### src/rtl/lsu_pkg.sv
// rtl/lsu_pkg.sv - shared constants, state encoding and legality helpers for the load/store unit
package lsu_pkg;

    localparam logic [2:0] F3_B  = 3'd0;
    localparam logic [2:0] F3_H  = 3'd1;
    localparam logic [2:0] F3_W  = 3'd2;
    localparam logic [2:0] F3_BU = 3'd4;
    localparam logic [2:0] F3_HU = 3'd5;

    localparam logic [1:0] ERR_OK       = 2'b00;
    localparam logic [1:0] ERR_MISALIGN = 2'b01;
    localparam logic [1:0] ERR_TIMEOUT  = 2'b10;
    localparam logic [1:0] ERR_ILLEGAL  = 2'b11;

    typedef enum logic [1:0] {
        ST_IDLE = 2'd0,
        ST_REQ  = 2'd1,
        ST_RESP = 2'd2,
        ST_DONE = 2'd3
    } lsu_state_e;

    function automatic logic is_illegal(input logic ld, input logic st, input logic [2:0] f3);
        logic bad;
        bad = (ld == st);
        if (ld && (f3 == 3'd3 || f3 == 3'd6 || f3 == 3'd7)) begin
            bad = 1'b1;
        end
        if (st && (f3 >= 3'd3)) begin
            bad = 1'b1;
        end
        return bad;
    endfunction

    // Only called for legal ops, so func3[1:0] is the access size.
    function automatic logic is_misaligned(input logic [2:0] f3, input logic [1:0] off);
        logic bad;
        bad = 1'b0;
        if (f3[1:0] == 2'd1 && off[0]) begin
            bad = 1'b1;
        end
        if (f3[1:0] == 2'd2 && off != 2'd0) begin
            bad = 1'b1;
        end
        return bad;
    endfunction

endpackage

### src/rtl/lsu_lane_align.sv
// rtl/lsu_lane_align.sv - byte-lane placement for stores and lane select/extension for loads
module lsu_lane_align
    import lsu_pkg::*;
(
    input  logic [2:0]  func3,
    input  logic [1:0]  offset,
    input  logic [31:0] store_data,
    input  logic [31:0] load_word,
    output logic [31:0] wdata,
    output logic [3:0]  wstrb,
    output logic [31:0] load_data
);

    logic [31:0] shifted;

    always_comb begin
        shifted = load_word >> {offset, 3'b000};

        case (func3[1:0])
            2'd0: begin
                wdata = {4{store_data[7:0]}};
                wstrb = 4'b0001 << offset;
            end
            2'd1: begin
                wdata = {2{store_data[15:0]}};
                wstrb = 4'b0011 << offset;
            end
            default: begin
                wdata = store_data;
                wstrb = 4'b1111;
            end
        endcase

        case (func3)
            F3_B:    load_data = {{24{shifted[7]}}, shifted[7:0]};
            F3_H:    load_data = {{16{shifted[15]}}, shifted[15:0]};
            F3_W:    load_data = load_word;
            F3_BU:   load_data = {24'd0, shifted[7:0]};
            F3_HU:   load_data = {16'd0, shifted[15:0]};
            default: load_data = 32'd0;
        endcase
    end

endmodule

### src/rtl/load_store_unit.sv
// rtl/load_store_unit.sv - RV32I load/store stage with single-outstanding memory port and timeout
module load_store_unit
    import lsu_pkg::*;
#(
    parameter int TIMEOUT_CYCLES = 255,
    parameter int ADDR_W         = 32
) (
    input  logic              clk,
    input  logic              rst,
    input  logic              start,
    input  logic              is_load,
    input  logic              is_store,
    input  logic [2:0]        func3,
    input  logic [31:0]       rs1_value,
    input  logic [31:0]       imm,
    input  logic [31:0]       rs2_value,
    input  logic [4:0]        rd_addr,
    output logic              mem_req,
    output logic              mem_we,
    output logic [ADDR_W-1:0] mem_addr,
    output logic [31:0]       mem_wdata,
    output logic [3:0]        mem_wstrb,
    input  logic              mem_ready,
    input  logic [31:0]       mem_rdata,
    output logic              busy,
    output logic              done,
    output logic [31:0]       load_data,
    output logic [4:0]        rd_addr_out,
    output logic              rd_we,
    output logic [1:0]        err
);

    lsu_state_e        state_q, state_d;
    logic [15:0]       cnt_q, cnt_d;
    logic              is_load_q, is_load_d;
    logic              we_q, we_d;
    logic [2:0]        func3_q, func3_d;
    logic [1:0]        off_q, off_d;
    logic [ADDR_W-1:0] addr_q, addr_d;
    logic [31:0]       wdata_q, wdata_d;
    logic [3:0]        wstrb_q, wstrb_d;
    logic [4:0]        rd_q, rd_d;
    logic [31:0]       rdata_q, rdata_d;
    logic [31:0]       load_data_q, load_data_d;
    logic [1:0]        err_q, err_d;

    logic [31:0]       ea;
    logic [15:0]       cnt_inc;
    logic [2:0]        align_func3;
    logic [1:0]        align_off;
    logic [31:0]       align_wdata;
    logic [3:0]        align_wstrb;
    logic [31:0]       align_load;
    logic              in_req;
    logic              in_done;

    assign ea      = rs1_value + imm;
    assign cnt_inc = cnt_q + 16'd1;

    // One aligner serves both paths: live inputs while idle (store encode), captured op in RESP.
    assign align_func3 = (state_q == ST_IDLE) ? func3    : func3_q;
    assign align_off   = (state_q == ST_IDLE) ? ea[1:0]  : off_q;

    lsu_lane_align u_align (
        .func3      (align_func3),
        .offset     (align_off),
        .store_data (rs2_value),
        .load_word  (rdata_q),
        .wdata      (align_wdata),
        .wstrb      (align_wstrb),
        .load_data  (align_load)
    );

    always_comb begin
        state_d     = state_q;
        cnt_d       = cnt_q;
        is_load_d   = is_load_q;
        we_d        = we_q;
        func3_d     = func3_q;
        off_d       = off_q;
        addr_d      = addr_q;
        wdata_d     = wdata_q;
        wstrb_d     = wstrb_q;
        rd_d        = rd_q;
        rdata_d     = rdata_q;
        load_data_d = load_data_q;
        err_d       = err_q;

        case (state_q)
            ST_IDLE: begin
                if (start) begin
                    is_load_d   = is_load;
                    we_d        = is_store;
                    func3_d     = func3;
                    off_d       = ea[1:0];
                    addr_d      = ADDR_W'({ea[31:2], 2'b00});
                    wdata_d     = is_store ? align_wdata : 32'd0;
                    wstrb_d     = is_store ? align_wstrb : 4'd0;
                    rd_d        = rd_addr;
                    load_data_d = 32'd0;
                    cnt_d       = 16'd0;
                    if (is_illegal(is_load, is_store, func3)) begin
                        err_d   = ERR_ILLEGAL;
                        state_d = ST_DONE;
                    end else if (is_misaligned(func3, ea[1:0])) begin
                        err_d   = ERR_MISALIGN;
                        state_d = ST_DONE;
                    end else begin
                        err_d   = ERR_OK;
                        state_d = ST_REQ;
                    end
                end
            end
            ST_REQ: begin
                if (mem_ready) begin
                    rdata_d = mem_rdata;
                    state_d = ST_RESP;
                end else begin
                    cnt_d = cnt_inc;
                    if (cnt_inc == 16'(TIMEOUT_CYCLES)) begin
                        err_d   = ERR_TIMEOUT;
                        state_d = ST_DONE;
                    end
                end
            end
            ST_RESP: begin
                if (is_load_q) begin
                    load_data_d = align_load;
                end
                state_d = ST_DONE;
            end
            default: begin
                state_d = ST_IDLE;
            end
        endcase
    end

    always_ff @(posedge clk or posedge rst) begin
        if (rst) begin
            state_q     <= ST_IDLE;
            cnt_q       <= 16'd0;
            is_load_q   <= 1'b0;
            we_q        <= 1'b0;
            func3_q     <= 3'd0;
            off_q       <= 2'd0;
            addr_q      <= '0;
            wdata_q     <= 32'd0;
            wstrb_q     <= 4'd0;
            rd_q        <= 5'd0;
            rdata_q     <= 32'd0;
            load_data_q <= 32'd0;
            err_q       <= ERR_OK;
        end else begin
            state_q     <= state_d;
            cnt_q       <= cnt_d;
            is_load_q   <= is_load_d;
            we_q        <= we_d;
            func3_q     <= func3_d;
            off_q       <= off_d;
            addr_q      <= addr_d;
            wdata_q     <= wdata_d;
            wstrb_q     <= wstrb_d;
            rd_q        <= rd_d;
            rdata_q     <= rdata_d;
            load_data_q <= load_data_d;
            err_q       <= err_d;
        end
    end

    // Outputs are gated by state so an asynchronous reset clears them in the same cycle.
    assign in_req  = (state_q == ST_REQ);
    assign in_done = (state_q == ST_DONE);

    assign busy        = (state_q != ST_IDLE);
    assign mem_req     = in_req;
    assign mem_we      = in_req & we_q;
    assign mem_addr    = in_req ? addr_q  : '0;
    assign mem_wdata   = in_req ? wdata_q : 32'd0;
    assign mem_wstrb   = in_req ? wstrb_q : 4'd0;
    assign done        = in_done;
    assign load_data   = in_done ? load_data_q : 32'd0;
    assign rd_addr_out = in_done ? rd_q : 5'd0;
    assign rd_we       = in_done & is_load_q & (err_q == ERR_OK);
    assign err         = in_done ? err_q : ERR_OK;

endmodule

### config.mk
export PLATFORM = sky130hd
export DESIGN_NAME = load_store_unit
export DESIGN_NICKNAME = d
export VERILOG_FILES = /design/src/rtl/lsu_pkg.sv /design/src/rtl/lsu_lane_align.sv /design/src/rtl/load_store_unit.sv
export SDC_FILE = /design/constraint.sdc
export NUM_CORES = 1
export LEC_CHECK = 0
export ABC_AREA = 1
export BUFFER_PORTS_ARGS = -buffer_cell sky130_fd_sc_hd__buf_2
export CAP_MARGIN = 20
export CORE_MARGIN = 4
export CORE_UTILIZATION = 30
export CTS_CLUSTER_SIZE = 28
export DETAILED_ROUTE_END_ITERATION = 10
export PLACE_DENSITY = 0.53
export SKIP_CTS_REPAIR_TIMING = 1
export SYNTH_ARGS = -nofsm -noshare
export SYNTH_HDL_FRONTEND = slang
export SYNTH_SLANG_ARGS = --single-unit
### constraint.sdc
create_clock -name clk -period 6.1 [get_ports clk]
set_input_delay 1.22 -clock clk [delete_from_list [all_inputs] [get_ports clk]]
set_output_delay 1.22 -clock clk [all_outputs]
set_load 0.01 [all_outputs]
======== Word level (Yosys, flattened, before mapping) ========
Index checks and enable logic that the tools add are counted.
storage, ports and cells
  flip-flop bits (word level) ............. 162
  input bits .............................. 142
  output and inout port bits .............. 112
  word-level logic and storage cells ...... 102
cells by class
  reductions and logical operators ........ 20
  add/subtract/negate cells ............... 2
  bitwise logic cells ..................... 3
  $lt $le $gt $ge ......................... 1
  shift operators ......................... 3
  multiplexer cells ....................... 40
  equal/unequal tests ..................... 20
operators by type and width
  kind                                                  number
  2-to-1 mux 32 bit                                     6
  case mux 32 bit (5 select lines)                      1
  case mux 32 bit (2 select lines)                      2
  adder 32 bit                                          1
  2-to-1 mux 16 bit                                     2
  case mux 16 bit (2 select lines)                      1
  right shift 32 x 5 -> 16 bit                          1
  2-to-1 mux 2 bit                                      11
  adder 16 x 1 -> 16 bit, second input constant         1
  equality test 16 x 8 -> 1 bit, second input constant  1
  equality test 3 bit, second input constant            4
  2-to-1 mux 1 bit                                      10
  2-to-1 mux 4 bit                                      2
  case mux 4 bit (2 select lines)                       1
  nonzero test 2 bit                                    4
  equality test 2 x 1 -> 1 bit, second input constant   3
  equality test 2 bit, second input constant            3
  equality test 3 x 2 -> 1 bit, second input constant   2
  logical NOT 2 bit                                     3
  != test 2 bit, second input constant                  3
  case mux 2 bit (3 select lines)                       1
  AND reduction 2 bit                                   3
  AND reduction 3 bit                                   2
  2-to-1 mux 5 bit                                      1
  14 further kinds                                      20

======== Logic depth before layout (Yosys ltp) ========
  depth in word-level cells ............... 15
  depth in mapped cells ................... 16

======== By module ========
From an unflattened synthesis, not the netlist that was laid out.
second synthesis, totals
  cell total of the unflattened synthesis .. 1,595
  area, all modules ....................... 10,929.2 um^2
modules (own cells, without submodules)
  module           times used  seq. area each (um^2)  cells an instance  area each (um^2)
  load_store_unit  1           4,053.9                1,325              9,606.7
  lsu_lane_align   1           0.0                    270                1,322.5

======== Worst setup path before layout ========
Ideal clock, no wire load.
  path type ............................... input port to flip-flop
  start point ............................. input port rs1_value[0]
  end point ............................... register load_data_q[19]
  arrival time ............................ 2,869 ps
  required time ........................... 5,984 ps
  setup time .............................. 116 ps
  setup slack ............................. 3,115 ps
  cell stages on the path ................. 14
  cells stage by stage .................... ha_1 > inv_1 > fa_1 > nand2_1 > o21ai_4 > inv_1 > nand3_1 > o221ai_2 > nand2_4 > nand2_4 > inv_4 > nand2_1 > nand2_1 > nand2_1
on the way
  longest elaborated chain between the ends .. 6
ends and longest elaborated chain
  element                           line                    text
  start: declaration                load_store_unit.sv:14   input logic [31:0] rs1_value,
  adder 32 bit                      load_store_unit.sv:57   assign ea = rs1_value + imm;
  2-to-1 mux 2 bit                  load_store_unit.sv:62   assign align_off = (state_q == ST_IDLE) ? ea[1:0] : off_q;
  right shift 32 x 5 -> 16 bit      lsu_lane_align.sv:17    shifted = load_word >> {offset, 3'b000};
  case mux 32 bit (5 select lines)  lsu_lane_align.sv:34    case (func3)
  2-to-1 mux 32 bit                 load_store_unit.sv:127  if (is_load_q) begin
  case mux 32 bit (2 select lines)  load_store_unit.sv:89   case (state_q)
  end signal: assignment            load_store_unit.sv:165  load_data_q <= load_data_d;
  end: declaration                  load_store_unit.sv:44   logic [31:0] load_data_q, load_data_d;
Every way passes these cells. The select of a mux whose other input is x is not followed.
A chain may end at the register's enable or synchronous reset.

======== Worst setup path after layout ========
  start point ............................. register state_q[1]
  end point ............................... output port mem_wdata[14]
on the way
  longest elaborated chain between the ends .. 2
ends and longest elaborated chain
  element                       line                    text
  start: declaration            load_store_unit.sv:33   lsu_state_e state_q, state_d;
  start signal: assignment      load_store_unit.sv:154  state_q <= state_d;
  equality test 2 x 1 -> 1 bit  load_store_unit.sv:171  assign in_req = (state_q == ST_REQ);
  2-to-1 mux 32 bit             load_store_unit.sv:178  assign mem_wdata = in_req ? wdata_q : 32'd0;
  end: declaration              load_store_unit.sv:21   output logic [31:0] mem_wdata,
Every way passes these cells.

==> results by group <==
Clock tree
  • CTS tree: yes
  • Clock latency reported for the late side of the worst-skew pair: 450 ps
  • CTS root buf: clkbuf_16
  • Maximum clock path buffer count: 2
  • Clock Sinks: 162
  • Clock slew at reported path FFs: 70 ps
  • Number of CTS-inserted buffers: 17
  • H-tree Lvls: 4

Pwr
  • Sequential share of power: 33.4%
  • Clock network power share: 19.8%
  • Max VDD drop: 219 uV
  • P_int: 2.92 mW
  • Logic gate share of total power: 46.8%
  • Cell area power density: 429 nW/um^2
  • NetSw: 2.54 mW
  • Sw Share: 46.6%
  • P_leak: 7.26 nW

Critical path
  • Internal reg-to-reg setup slack: 2610 ps
  • Crit path from: state_q[1]$_DFFE_PP0P_
  • Cell count of the worst reg-to-reg path: 11
  • CP Data Required Time: 4880 ps
  • Reg-to-Reg Start: state_q[0]$_DFFE_PP0P_
  • Crit Path Category: register to output port
  • Crit. End Element: output port
  • Setup crit start kind: register
  • CP peak stage delay: 650 ps
  • Worst-path cell chain: inv_1 > ha_2 > buf_4 > nand2_1 > inv_1 > buf_2
  • Crit Path Max Fanout: 46
  • Arrival @ worst endpoint: 2550 ps
  • Most used cell, CP: inv_1
  • Reg2Reg Capture Point: load_data_q[10]$_DFFE_PP0P_
  • CP max-delay cell: ha_2
  • End of the critical path: mem_wdata[14]

Cells and area
  • Diode count: 0
  • Share of cells above drive strength 1: 20.0%
  • Nets: 1,906
  • Fin util: 36.9%
  • Post-route cell area: 12,700 sq um
  • Area growth syn-to-layout: 21.5%

Placement
  • DP Wirelength: 26,500 microns
  • Pre-CTS setup slack: 2350 ps
  • # port buffers: 251
  • Routability cong.: 0.904
  • Cell area after placement: 12,200 sq um

Global routing
  • Overall routing resource usage: 18.2%
  • Total gr overflow: 0
  • Vias in the first global route: 10,500
  • Largest net degree at the start of global routing: 98
  • Initial antenna violation count: 0
  • First-pass GRT wire length: 56,200 microns

STA
  • Setup Viol. Count Final: 0
  • Worst hold margin: 481 ps
  • RSZ-0062 raised after global routing: no
  • Max-slew violations: 0
  • Setup TNS: 0 ps
  • Clock Skew: 12.5 ps
  • Fin. Hold Viols: 0
  • Slew HR: 29.4%
  • Highest Clock Rate: 265 MHz
  • Worst setup margin: 2330 ps
  • Worst Tran Pin Value: 1060 ps
  • Final period util: 61.8%
  • Minimum clock period: 3770 ps

Detailed routing
  • DRC Markers: 0
  • Via count: 10,600
  • Drt wl/cell: 16.0 microns
  • Router iterations before antenna repair: 5
  • Routed wire length: 35,100 microns
  • DR vias/cell: 4.82
  • DRT antenna net count: 0
  • Starting DRT DRC Count: 733

Synth
  • Synth unique cells: 47
  • Register area share after synthesis: 38.7%
  • Cell area after synthesis: 10,500 sq um
  • Synth Area per Inst: 6.99 sq um
  • Synth Area in XOR/XNOR: 0.920%
  • Cells after Synth: 1,499
  • Synth Area in Adders: 4.61%
  • Mux cell area share after synthesis: 2.15%
  • Post-Synth Simple-Gate Area: 30.3%
  • YS warnings: 0
  • #FFs+latches synth: 162
  • Compound-gate portion of the synthesized area: 13.4%
  • Main combinational cell family by area after synthesis: simple AND/OR/NAND/NOR gates

Worst hold path
  • Hold Path Class: register to register

Floorplanning
  • Core Area: 34,500 sq um
  • Die area: 38,000 sq um
  • Die X: 195 microns
  • Starting density of the core: 30.4%
  • Num rows: 68
  • Ports: 254
  • Die height: 195 microns

Run status
  • Outcome: finished, final reports clean

Flow run
  • Maxcap violations: 0
==> metrics by stage <==
step	instances	total power, mW
after global placement	2161	4.37
final	2194	5.46
after floorplan	1500	3.58
after detailed placement	2162	4.40
after CTS	2194	5.51
after global routing	2194	5.91
==> Yosys cell counts (all sizes together) <==
library cell / number / area share, %
nand2: 528 / 19
inv: 204 / 7.3
dfrtp: 162 / 39
nor2: 119 / 4.4
o21ai: 94 / 4.7
nand3: 76 / 3.6
a21oi: 67 / 3.3
ha: 37 / 4.4
clkbuf: 34 / 1.2
o31ai: 24 / 1.7
buf: 21 / 1.4
mux2: 20 / 2.1
nand4: 19 / 1.1
nor3: 19 / 0.91
o22ai: 15 / 0.90
a32oi: 10 / 0.84
o211ai: 9 / 0.64
xnor2: 8 / 0.67
or2: 6 / 0.36
nand3b: 4 / 0.29
o21a: 4 / 0.29
a31oi: 3 / 0.18
xor2: 3 / 0.25
and2: 2 / 0.12
o21bai: 2 / 0.14
o221ai: 2 / 0.23
a211oi: 1 / 0.19
a21boi: 1 / 0.072
a21o: 1 / 0.072
a22oi: 1 / 0.072
conb: 1 / 0.036
fa: 1 / 0.19
nor4: 1 / 0.060
==> metal layers <==
metal  track usage, %  vias up  part of all wire, %
met4             4.24        0                  1.4
met2             31.1      319                   48
met3             2.88       34                  5.0
met1             24.3     4978                   46
li1                 -     5243                    -
met5                0        -                    0
==> power by group through the flow <==
stage,sequential [mW],clock [mW],combinational (mW)
2_1_floorplan,1.70,0,1.87
3_3_place_gp,1.84,0,2.54
3_5_place_dp,1.83,0,2.57
4_1_cts,1.82,1.11,2.58
5_1_grt,1.87,1.16,2.88
6_report,1.83,1.08,2.55
==> worst min path at each step <==
stage | startpoint | endpoint | cells after the start
finish | wdata_q[27]$_DFFE_PP0P_ | wdata_q[27]$_DFFE_PP0P_ | 2
global route | wdata_q[22]$_DFFE_PP0P_ | wdata_q[22]$_DFFE_PP0P_ | 2
CTS | wdata_q[21]$_DFFE_PP0P_ | wdata_q[21]$_DFFE_PP0P_ | 2
detailed placement | addr_q[25]$_DFFE_PP0P_ | addr_q[25]$_DFFE_PP0P_ | 2
global placement | rd_q[1]$_DFFE_PP0P_ | rd_q[1]$_DFFE_PP0P_ | 2
floorplan | load_data_q[10]$_DFFE_PP0P_ | load_data_q[10]$_DFFE_PP0P_ | 2
==> layout by cell type (no fill, tap or decap), drive strengths merged <==
| master | count |
|---|---|
| a211oi | 1 |
| a21o | 1 |
| nand3 | 76 |
| nand4 | 19 |
| xnor2 | 8 |
| xor2 | 3 |
| mux2 | 20 |
| o21bai | 2 |
| nor2 | 119 |
| a32oi | 10 |
| clkinvlp | 2 |
| nor4 | 1 |
| and2 | 2 |
| bufinv | 1 |
| o221ai | 2 |
| nand2 | 528 |
| a31oi | 3 |
| a21oi | 67 |
| ha | 37 |
| clkbuf | 17 |
| o31ai | 24 |
| conb | 2 |
| a21boi | 1 |
| nor3 | 19 |
| dfrtp | 162 |
| o22ai | 15 |
| o211ai | 9 |
| inv | 212 |
| fa | 1 |
| or2 | 6 |
| clkinv | 4 |
| nand3b | 4 |
| buf | 262 |
| o21ai | 94 |
| a22oi | 1 |
| o21a | 4 |
==> flip-flops by register name (all words and copies together), names as in the netlist <==
signal,flops
we_q,1
rd_q,5
wdata_q,32
cnt_q,16
wstrb_q,4
func3_q,3
load_data_q,32
err_q,2
rdata_q,32
state_q,2
is_load_q,1
addr_q,30
off_q,2
==> worst max-delay path: cells and delay by family (launching register included) <==
family	cells	cell delay, ps
buffers and inverters	4	850
adders and majority gates	1	650
DFF	1	410
and+or+nand+nor	1	140
==> logic make-up (layout without fill, tap and decap cells) <==
group	count (synthesis)	in the layout
simple gates	774	774
flops	162	162
compound gates	234	234
fa+ha+maj	38	38
buf+inv	259	498
mux	20	20
xor+xnor	11	11
other cells	1	2
==> final cells by class <==
type	instances	area [sq um]
Fill cell	3743	21700
Sequential cell	162	4050
Inverter	204	773
Timing Repair Buffer	262	1360
Tap cell	455	569
Clock inverter	15	145
Multi-Input combinational cell	1079	5400
Clock buffer	17	425
Note: power is estimated with default switching activity, not from simulation.
